`config.mk`:
```
export PLATFORM = sky130hd
export DESIGN_NAME = register_file
export DESIGN_NICKNAME = d
export VERILOG_FILES = /design/src/rtl/rf_pkg.sv /design/src/rtl/rf_register.sv /design/src/rtl/register_file.sv
export SDC_FILE = /design/constraint.sdc
export NUM_CORES = 1
export LEC_CHECK = 0
export ABC_AREA = 1
export ABC_CLOCK_PERIOD_IN_PS = 3400
export CAP_MARGIN = 5
export CELL_PAD_IN_SITES_DETAIL_PLACEMENT = 2
export CELL_PAD_IN_SITES_GLOBAL_PLACEMENT = 2
export CORE_MARGIN = 3
export CORE_UTILIZATION = 37
export DETAILED_ROUTE_END_ITERATION = 8
export PLACE_DENSITY_LB_ADDON = 0.1
export SLEW_MARGIN = 20
export SYNTH_ARGS = -nofsm -noshare
export SYNTH_HDL_FRONTEND = slang
export SYNTH_SLANG_ARGS = --single-unit
```
`constraint.sdc`:
```
create_clock -name clk -period 3.4 [get_ports clk]
set_input_delay 0.51 -clock clk [delete_from_list [all_inputs] [get_ports clk]]
set_output_delay 0.51 -clock clk [all_outputs]
set_load 0.1 [all_outputs]
```
`src/rtl/rf_pkg.sv`:
```
// Shared types and constants for the 16x16 general-purpose register file.
// Build option RF_R0_ZERO_EN hardwires R0 to zero (see register_file).
package rf_pkg;

    localparam int RF_DATA_W = 16;
    localparam int RF_ADDR_W = 4;
    localparam int NUM_REGS  = 2 ** RF_ADDR_W;

    typedef logic [RF_DATA_W-1:0] reg_data_t;
    typedef logic [RF_ADDR_W-1:0] reg_idx_t;

    localparam reg_data_t RESET_VAL = 16'h0000;

endpackage

```
`src/rtl/rf_register.sv`:
```
// One register-file word: load-enabled flop with asynchronous active-low clear.
// Instantiated once per architectural register by register_file.
module rf_register #(
    parameter int           W       = 16,
    parameter logic [W-1:0] RST_VAL = '0
) (
    input  logic         clk,
    input  logic         rst,
    input  logic         wr_en,
    input  logic [W-1:0] d,
    output logic [W-1:0] q
);

    always_ff @(posedge clk or negedge rst) begin
        if (!rst) begin
            q <= RST_VAL;
        end else if (wr_en) begin
            q <= d;
        end
    end

endmodule

```
`src/rtl/register_file.sv`:
```
// 2-read / 1-write register file with combinational write-to-read bypass.
// Define RF_R0_ZERO_EN to hardwire R0 to zero (writes to R0 are dropped).
module register_file
    import rf_pkg::*;
#(
    parameter int DATA_W = RF_DATA_W,
    parameter int ADDR_W = RF_ADDR_W
) (
    input  logic              clk,
    input  logic              rst,
    input  logic [ADDR_W-1:0] SrcReg1,
    input  logic [ADDR_W-1:0] SrcReg2,
    input  logic [ADDR_W-1:0] DstReg,
    input  logic              WriteReg,
    input  logic [DATA_W-1:0] DstData,
    output logic [DATA_W-1:0] SrcData1,
    output logic [DATA_W-1:0] SrcData2
);

    localparam int NREGS = 2 ** ADDR_W;

    logic [NREGS-1:0]  wr_sel;
    logic [DATA_W-1:0] regs_q [NREGS];
    logic              byp1;
    logic              byp2;

    always_comb begin
        wr_sel = '0;
        if (WriteReg) begin
            wr_sel[DstReg] = 1'b1;
        end
    end

    for (genvar i = 0; i < NREGS; i++) begin : g_reg
`ifdef RF_R0_ZERO_EN
        if (i == 0) begin : g_zero
            assign regs_q[i] = '0;
        end else begin : g_word
            rf_register #(
                .W       (DATA_W),
                .RST_VAL (DATA_W'(RESET_VAL))
            ) u_reg (
                .clk   (clk),
                .rst   (rst),
                .wr_en (wr_sel[i]),
                .d     (DstData),
                .q     (regs_q[i])
            );
        end
`else
        rf_register #(
            .W       (DATA_W),
            .RST_VAL (DATA_W'(RESET_VAL))
        ) u_reg (
            .clk   (clk),
            .rst   (rst),
            .wr_en (wr_sel[i]),
            .d     (DstData),
            .q     (regs_q[i])
        );
`endif
    end

    // Bypass lets an operand read in the writeback cycle see the new value.
`ifdef RF_R0_ZERO_EN
    assign byp1 = rst && WriteReg && (DstReg == SrcReg1) && (SrcReg1 != '0);
    assign byp2 = rst && WriteReg && (DstReg == SrcReg2) && (SrcReg2 != '0);
`else
    assign byp1 = rst && WriteReg && (DstReg == SrcReg1);
    assign byp2 = rst && WriteReg && (DstReg == SrcReg2);
`endif

    always_comb begin
        SrcData1 = regs_q[SrcReg1];
        SrcData2 = regs_q[SrcReg2];
        if (byp1) begin
            SrcData1 = DstData;
        end
        if (byp2) begin
            SrcData2 = DstData;
        end
        if (!rst) begin
            SrcData1 = '0;
            SrcData2 = '0;
        end
    end

endmodule

```
==> flow_summary.toml <==
[yosys]
synth_top_family_by_area = "simple AND/OR/NAND/NOR gates"
synth_fp_nets = 2439
avgSynthCellArea_um2 = 6.51
synth_seq_cells = 256
synth_ff_type = "dfrtp_1"
synthAdderAreaFrac_pct = 0
synth-xor-area-share_pct = 0.112
async_reset_ff_share_pct = 100
netlist-cell-type-count = 21
yosys.area.top_type = "dfrtp_1"
yosys.area.top_type_share_pct = 40.8
synthMuxAreaShare_pct = 0
seq_area_frac_synth_pct = 40.8
yosys.area_share.simple_pct = 36.8
yosysMostFrequentCell = "nand2_1"
yosys-top-cells-count = "819 x nand2_1, 488 x nand3_1, 331 x inv_1"
postSynthCellCount = 2408
yosysWarnings = 0
syn_area_mm2 = 0.0157
synthTopCellsByArea = "dfrtp_1 41%, nand2_1 20%, nand3_1 16%"
synth_edf_count = 0
synth-compound-area-share_pct = 8.97

[sta]
fmax_mhz = 309
hold_viol_final = 0
slew_viol_final = 0
setup_ws_ns = 0.161
fin_crit_ns = 3.24
setup_tns_ns = 0
worstMarginPinSlew_ns = 0.776
fin_skew_ns = 0
fin_crit_sh_pct = 95.3
setup_viol = 0
rsz0062_at_grt = "no"
relSlewSlack_pct = 48.1

[cts]
postCtsSetupRepairBufs = 0
post_cts_resized = 0
postCtsHoldBufs = 2
root_buffer = "clkbuf_16"
cts_max_path_buffers = 3
insertion_delay_ns = 0.55
tritoncts = "done"
cts.htree.levels = 2
cts.sinks = 256
clk_pin_slew_ns = 0.06
cts-buffers-inserted = 34

[grt]
overflow = 0
grt_pass1_vias = 18900
grt_max_degree = 107
grt.total_usage_pct = 35.4
grt_pass1_wl_mm = 119
antenna_found_initial = 2

[critical_path]
worstSetupStartpointType = "input port"
worstPathRequired_ns = 2.89
end_kind = "output port"
arrival_ns = 2.73
crit_fanout = 32
path_class = "input port to output port"

[finish]
n_fill_cell = 4864
drive_gt1_share_pct = 7.98
fin_nets = 2439
largest_register_ffs = 256
area_delta_synth_final_pct = 17.7
antenna_cells = 0
largest-register = "g.u_reg.q"
top_regs = "g.u_reg.q x256"

[detailed_routing]
dr.pass1.iters = 5
drtIter0Drc = 1462
wl_met2_mm = 35.7
wire_per_inst_um = 26.3
vias = 17200
post-route-drc-count = 0
wl_met1_mm = 34.0
wl_mm = 78.1
wl_met3_mm = 6.01
drtAntennaViolNets = 0
routed_via_density = 5.80
highest_layer = "met5"

[pwr]
power.total_mw = 11.0
worst_ir_drop_vdd_v = 0.000381
power.density_mw_per_mm2 = 594
power_leakage_nw = 9.44

[floorplanning]
row_count = 74
start_util_pct = 37.9
die_w_um = 212
coreArea_mm2 = 0.0414
top_level_ports = 63
dieHeight_um = 212
die_area_mm2 = 0.0449

[run]
drv_cap = 0

[placement]
gp_congestion = 0.862
place_ws_ns = 0.382
hpwl_mm = 49.5
portBuffers = 62

[min_path]
hp-class = "flip-flop to flip-flop"

[run_status]
outcome = "complete, no violations"
## path summary, 6_finish.rpt
check | cells past startpoint | slack (ns) | startpoint | to
max | 11 | 0.16 | rst | SrcData2[11]
min | 2 | 0.48 | g_reg[1].u_reg.q[15]$_DFFE_PN0P_ | g_reg[1].u_reg.q[15]$_DFFE_PN0P_
max reg2reg | 2 | 2.63 | g_reg[9].u_reg.q[1]$_DFFE_PN0P_ | g_reg[9].u_reg.q[1]$_DFFE_PN0P_
min reg2reg | 2 | 0.48 | g_reg[1].u_reg.q[15]$_DFFE_PN0P_ | g_reg[1].u_reg.q[15]$_DFFE_PN0P_
max in group asynchronous | 5 | 1.55 | rst | g_reg[7].u_reg.q[5]$_DFFE_PN0P_
min in group asynchronous | 3 | 0.58 | rst | g_reg[3].u_reg.q[11]$_DFFE_PN0P_
## cell families after synthesis
family,after synthesis
AO/OA/AOI/OAI,273
XOR/XNOR,2
buffers and inverters,517
flip-flops,256
AND/OR/NAND/NOR,1360
## cell usage in the layout, fill, tap and decap left out, types with 3 or more instances in the layout
cell type        synthesis  layout
buf_12                   0      48
buf_2                  104       4
buf_4                    2      67
clkbuf_1                60       7
clkbuf_16                0      35
clkbuf_8                 0      10
clkdlybuf4s50_1          0      23
clkinv_2                 0       5
dfrtp_1                256     256
inv_1                  331     327
inv_2                    5       7
nand2_1                819     819
nand3_1                488     488
nor2_1                  42      41
nor2_2                   2       3
nor2_4                   3       3
nor3_4                   0       3
o21ai_0                246     246
o21ai_1                 10      10
o21bai_1                16      16
## cell type report
class,count,area (um2),area share [%]
Clock buffer,52,1040,5.63
Clock inverter,8,93.8,0.508
Inverter,336,1270,6.86
Multi-Input combinational cell,1635,7220,39.1
Sequential cell,256,6410,34.7
Tap cell,532,666,3.61
Timing Repair Buffer,145,1770,9.57
## power breakdown
| group | total [mW] | internal [mW] | switching, mW |
|---|---|---|---|
| Clock | 3.73 | 2.26 | 1.48 |
| Combinational | 3.22 | 0.957 | 2.26 |
| Sequential | 4.01 | 3.73 | 0.282 |
| Total | 11.0 | 6.94 | 4.02 |
## per-stage QoR
stage / util (%) / hold slack, ns / cell area [um2] / cells
6_report: 44.6 / 0.485 / 18500 / 2964
5_1_grt: 44.6 / 0.511 / 18500 / 2964
4_1_cts: 44.5 / 0.491 / 18400 / 2963
3_5_place_dp: 41.7 / 0.415 / 17300 / 2901
3_3_place_gp: 41.7 / 0.413 / 17300 / 2901
2_1_floorplan: - / 0.214 / 15700 / 2408
## worst max-delay path, cell delays in order
cell,delay [ns]
dlygate4sd3_1,0.56
buf_8,0.17
nand2_1,0.11
a21oi_1,0.16
nand4_1,0.23
buf_12,0.25
nor2_1,0.11
nor2_1,0.07
nand2_1,0.21
inv_1,0.12
buf_12,0.18
## routing by layer
metal | track usage, % | up-vias
li1 | - | 7522
met1 | 47.5 | 8933
met2 | 57.2 | 601
met3 | 7.78 | 139
met4 | 10.9 | 4
met5 | 0 | -
Note: power is estimated with default switching activity, not from simulation.
